### config.mk
export PLATFORM = sky130hd
export DESIGN_NAME = axi_lite_master
export DESIGN_NICKNAME = d
export VERILOG_FILES = /design/src/rtl/axi_lite_master.sv
export SDC_FILE = /design/constraint.sdc
export NUM_CORES = 1
export LEC_CHECK = 0
export CAP_MARGIN = 20
export CORE_MARGIN = 4
export CORE_UTILIZATION = 34
export CTS_CLUSTER_DIAMETER = 50
export DETAILED_ROUTE_END_ITERATION = 10
export DONT_BUFFER_PORTS = 1
export GPL_TIMING_DRIVEN = 0
export PLACE_DENSITY = 0.51
export SYNTH_ARGS = -nofsm -noshare
export SYNTH_HDL_FRONTEND = slang
export SYNTH_SLANG_ARGS = --single-unit
export TNS_END_PERCENT = 5
### constraint.sdc
create_clock -name s_clk -period 3.6 [get_ports s_clk]
set_input_delay 0.54 -clock s_clk [delete_from_list [all_inputs] [get_ports s_clk]]
set_output_delay 0.54 -clock s_clk [all_outputs]
set_load 0.02 [all_outputs]
### src/rtl/axi_lite_master.sv
// AXI-Lite initiator: single commands from a valid/ready user port run over AR/R or AW/W/B.
// Define AXI_MASTER_TIMEOUT_EN to abort a wait state after TIMEOUT_CYCLES cycles without a handshake.
module axi_lite_master #(
  parameter int ADDR_W         = 4,
  parameter int DATA_W         = 8,
  parameter int TIMEOUT_CYCLES = 64
) (
  input  logic              s_clk,
  input  logic              rst,
  input  logic              cmd_valid,
  output logic              cmd_ready,
  input  logic              cmd_write,
  input  logic [ADDR_W-1:0] cmd_addr,
  input  logic [DATA_W-1:0] cmd_wdata,
  output logic              rsp_valid,
  output logic              rsp_write,
  output logic [DATA_W-1:0] rsp_rdata,
  output logic              rsp_err,
  output logic [ADDR_W-1:0] read_address,
  output logic              AR_VALID,
  input  logic              AR_READY,
  input  logic [DATA_W-1:0] data_read,
  input  logic              R_VALID,
  output logic              R_READY,
  output logic [ADDR_W-1:0] write_address,
  output logic              AW_VALID,
  input  logic              AW_READY,
  output logic [DATA_W-1:0] write_data,
  output logic              W_VALID,
  input  logic              W_READY,
  input  logic              B_VALID,
  output logic              B_READY
);

  localparam logic [2:0] S_IDLE = 3'd0;
  localparam logic [2:0] S_AR   = 3'd1;
  localparam logic [2:0] S_R    = 3'd2;
  localparam logic [2:0] S_AW   = 3'd3;
  localparam logic [2:0] S_W    = 3'd4;
  localparam logic [2:0] S_B    = 3'd5;

  logic [2:0] state;
  logic       hs_ar, hs_r, hs_aw, hs_w, hs_b, hs_any;
  logic       to_hit;

  // Handshakes only count in their own wait state, so stray inputs elsewhere are ignored.
  assign hs_ar  = (state == S_AR) && AR_VALID && AR_READY;
  assign hs_r   = (state == S_R)  && R_VALID  && R_READY;
  assign hs_aw  = (state == S_AW) && AW_VALID && AW_READY;
  assign hs_w   = (state == S_W)  && W_VALID  && W_READY;
  assign hs_b   = (state == S_B)  && B_VALID  && B_READY;
  assign hs_any = hs_ar || hs_r || hs_aw || hs_w || hs_b;

`ifdef AXI_MASTER_TIMEOUT_EN
  localparam int               CNT_W    = $clog2(TIMEOUT_CYCLES) + 1;
  localparam logic [CNT_W-1:0] CNT_LAST = CNT_W'(TIMEOUT_CYCLES - 1);

  logic [CNT_W-1:0] wait_cnt;

  // Any state change clears the count, so each wait state starts from zero.
  always_ff @(posedge s_clk) begin
    if (rst || (state == S_IDLE) || hs_any) begin
      wait_cnt <= '0;
    end else begin
      wait_cnt <= wait_cnt + 1'b1;
    end
  end

  assign to_hit = (state != S_IDLE) && (wait_cnt == CNT_LAST);
`else
  // No timeout in this build: comparison is constant false.
  assign to_hit = (TIMEOUT_CYCLES < 0);
`endif

  always_ff @(posedge s_clk) begin
    if (rst) begin
      state         <= S_IDLE;
      cmd_ready     <= 1'b1;
      rsp_valid     <= 1'b0;
      rsp_write     <= 1'b0;
      rsp_rdata     <= '0;
      rsp_err       <= 1'b0;
      read_address  <= '0;
      AR_VALID      <= 1'b0;
      R_READY       <= 1'b0;
      write_address <= '0;
      AW_VALID      <= 1'b0;
      write_data    <= '0;
      W_VALID       <= 1'b0;
      B_READY       <= 1'b0;
    end else begin
      rsp_valid <= 1'b0;
      if (to_hit && !hs_any) begin
        AR_VALID  <= 1'b0;
        R_READY   <= 1'b0;
        AW_VALID  <= 1'b0;
        W_VALID   <= 1'b0;
        B_READY   <= 1'b0;
        rsp_valid <= 1'b1;
        rsp_err   <= 1'b1;
        rsp_rdata <= '0;
        rsp_write <= (state == S_AW) || (state == S_W) || (state == S_B);
        cmd_ready <= 1'b1;
        state     <= S_IDLE;
      end else begin
        case (state)
          S_IDLE: begin
            if (cmd_valid) begin
              cmd_ready <= 1'b0;
              if (cmd_write) begin
                write_address <= cmd_addr;
                write_data    <= cmd_wdata;
                AW_VALID      <= 1'b1;
                state         <= S_AW;
              end else begin
                read_address <= cmd_addr;
                AR_VALID     <= 1'b1;
                state        <= S_AR;
              end
            end
          end
          S_AR: begin
            if (hs_ar) begin
              AR_VALID <= 1'b0;
              R_READY  <= 1'b1;
              state    <= S_R;
            end
          end
          S_R: begin
            if (hs_r) begin
              R_READY   <= 1'b0;
              rsp_rdata <= data_read;
              rsp_write <= 1'b0;
              rsp_err   <= 1'b0;
              rsp_valid <= 1'b1;
              cmd_ready <= 1'b1;
              state     <= S_IDLE;
            end
          end
          S_AW: begin
            if (hs_aw) begin
              AW_VALID <= 1'b0;
              W_VALID  <= 1'b1;
              state    <= S_W;
            end
          end
          S_W: begin
            if (hs_w) begin
              W_VALID <= 1'b0;
              B_READY <= 1'b1;
              state   <= S_B;
            end
          end
          S_B: begin
            if (hs_b) begin
              B_READY   <= 1'b0;
              rsp_rdata <= '0;
              rsp_write <= 1'b1;
              rsp_err   <= 1'b0;
              rsp_valid <= 1'b1;
              cmd_ready <= 1'b1;
              state     <= S_IDLE;
            end
          end
          default: begin
            AR_VALID  <= 1'b0;
            R_READY   <= 1'b0;
            AW_VALID  <= 1'b0;
            W_VALID   <= 1'b0;
            B_READY   <= 1'b0;
            cmd_ready <= 1'b1;
            state     <= S_IDLE;
          end
        endcase
      end
    end
  end

endmodule
==> flow_summary_export.csv <==
group,metric,value,unit
run_status,status,"complete, no violations",
min_path,min_path_type,"primary input to register",
floorplanning,core-area,4444,µm²
synthesis,synth_seq_cells,35,
clocking,root_buffer,"clkbuf_8",
layout,area.growth.synth_to_final,9.419,%
synthesis,synth_cell_types,44,
timing,tightest_slew,0.5398,ns
run,drv_cap,0,
critical_path,worstSetupPathType,"register to register",
timing,setup_viol,0,
timing,rsz0062_at_grt,"false",
synthesis,synth_area,1594,µm²
routing,drtAntennaViolNets,0,
critical_path,end_kind,"register",
floorplanning,pin_count,62,
pwr,leakage,0.0006833,µW
synthesis,ys_warn_count,0,
timing,finalHoldViolCount,0,
routing,drt_iter0_drc,110,
timing,maxSlewViolCount,0,
timing,fin_setup_tns,0,ns
synthesis,synth_common_cells,"35 x dfxtp_1, 30 x nor2_1, 16 x mux2i_1, 8 x a22oi_2, 6 x a21oi_1",
global_route,grt_pass1_wl,6279,µm
synthesis,synth_top_area_share,43.96,%
timing,relSlewSlack,63.74,%
global_route,grt_pass1_vias,1159,
synthesis,synth_flop_cell,"dfxtp_1",
critical_path,cp_data_required_time,3.77,ns
critical_path,startpoint,"R_READY",
synthesis,async_flop_share,0,%
synthesis,syn_nets,187,
clocking,cts_tree,"yes",
placement,dp_hpwl,2895,µm
layout,final_nets,194,
synthesis,synth_area_leaders,"dfxtp_1 44%, mux2i_1 10%, nor2_1 7.1%",
layout,diodes,0,
clocking,hold_buffers,0,
floorplanning,rows,24,
critical_path,r2r-start,"R_READY",
min_path,min_from,"cmd_addr[1]",
placement,place.port_buffers,0,
placement,dpl.cell_count,210,
clocking,cts_setup_buffers,0,
global_route,grt_max_degree,12,
synthesis,synth_edf_count,0,
critical_path,reg2reg_slack,1.99,ns
layout,drive_gt1_share,20.48,%
floorplanning,die_h,76.47,µm
global_route,track_usage,13.62,%
clocking,worstSkewPairLatency,0.28,ns
synthesis,syn_inst,158,
routing,finalWirelength,3822,µm
synthesis,synth-seq-area-share,43.96,%
clocking,clkTransAtPathRegs,0.07,ns
routing,wl_per_cell,17.53,µm
timing,fmax,622.3,MHz
synthesis,synth_most_common_cell,"dfxtp_1",
timing,fin_skew,0.005483,ns
global_route,antenna_found_initial,0,
clocking,post_cts_resized,0,
floorplanning,start_util,35.87,%
floorplanning,die_area,5848,µm²
clocking,cts_made_buffers,5,
critical_path,path_max_fanout,6,
timing,fin_crit_sh,44.64,%
critical_path,arrival,1.78,ns
placement,gp_congestion,0.8640,
synthesis,yosys.area.top_type,"dfxtp_1",
clocking,cts_buffer_depth,2,
routing,firstDrtPassIters,4,
routing,drcViolationCount,0,
synthesis,avgSynthCellArea,10.09,µm²
global_route,grt_overflow,0,
routing,vias_per_cell,5.390,
routing,vias,1175,
pwr,ir_drop,0.0002461,V
timing,period_needed,1.607,ns
layout,final_cells,218,
clocking,ctsHtreeMaxLevel,2,
clocking,clkSinkCount,35,
floorplanning,die_w,76.47,µm
pwr,power_density,604.7,nW/µm²
critical_path,startpoint_type,"register",
## flip-flops by register name, summed over array words and instances, names as in the netlist
register       count
rsp_write          1
state              3
read_address       4
AW_VALID           1
rsp_rdata          8
write_address      4
AR_VALID           1
B_READY            1
W_VALID            1
R_READY            1
cmd_ready          1
write_data         8
rsp_valid          1
## kinds of logic (layout without fill, tap and decap cells)
group           after synthesis  count (layout)  share of synthesized area [%]
mux                          17              17                          10.99
simple gates                 57              57                          19.62
buf+inv                      15              23                          6.122
other cells                   1               1                         0.2353
compound gates               33              33                          19.07
flops                        35              35                          43.96
## through the flow
stage	power [µW]	hold WS [ns]	utilization, %	area, µm²	worst slack (ns)
after floorplan	732.4	0.5422	-	1594	2.140
after global placement	782.1	0.5655	37.33	1659	1.981
after detailed placement	787.7	0.5834	37.33	1659	2.001
after CTS	1063	0.3998	39.25	1744	1.991
after global routing	1118	0.3964	39.25	1744	1.851
final	1055	0.4071	39.25	1744	1.993
## cells in the final DEF, fill, tap and decap left out, drive strengths merged
cell type  instances
nor3b              1
nand2              3
nand3              1
a32oi              1
a211oi             2
conb               1
a211o              1
mux2i             16
nor3               4
inv                4
dfxtp             35
clkbuf             9
and3               1
a21oi              6
nor2              31
or4                1
nand2b             3
clkinv             1
o211ai             1
nor2b              4
a22oi             11
buf                8
nand3b             1
and2b              3
nand4              2
nor4               1
a2bb2oi            1
a221oi             1
clkinvlp           1
and3b              1
a31oi              2
o22ai              1
mux2               1
o21bai             1
o21ai              4
a31o               1
## power by group
part / internal (µW) / switching [µW]
combinational: 129 / 149
sequential: 427 / 74.2
clock: 135 / 140
## metal layers
layer	track usage, %	up-vias	wire length, µm
met5	0	-	0
met4	4.348	0	25
met3	5.792	2	309
met2	23.02	45	1941
met1	15.45	558	1545
li1	-	570	-
## final timing paths
path,to,cells after the start
setup / recovery,state[0],4
hold reg to reg,rsp_write,2
hold / removal,read_address[1],2
setup reg to reg,state[0],4
## cell type report
class                           instances  area (µm²)
Fill cell                             471        2700
Multi-Input combinational cell        108       795.8
Sequential cell                        35       700.7
Buffer                                 11       82.58
Clock buffer                            6       72.57
Tap cell                               52       65.06
Inverter                                4       15.01
Clock inverter                          2       12.51
## critical path: stages, from the launching register on
cell and delay, ns:
dfxtp_1 0.58, nand2_1 0.14, a22oi_1 0.29, o211ai_2 0.17, mux2_4 0.31
Power figures use the tool's default switching activity.
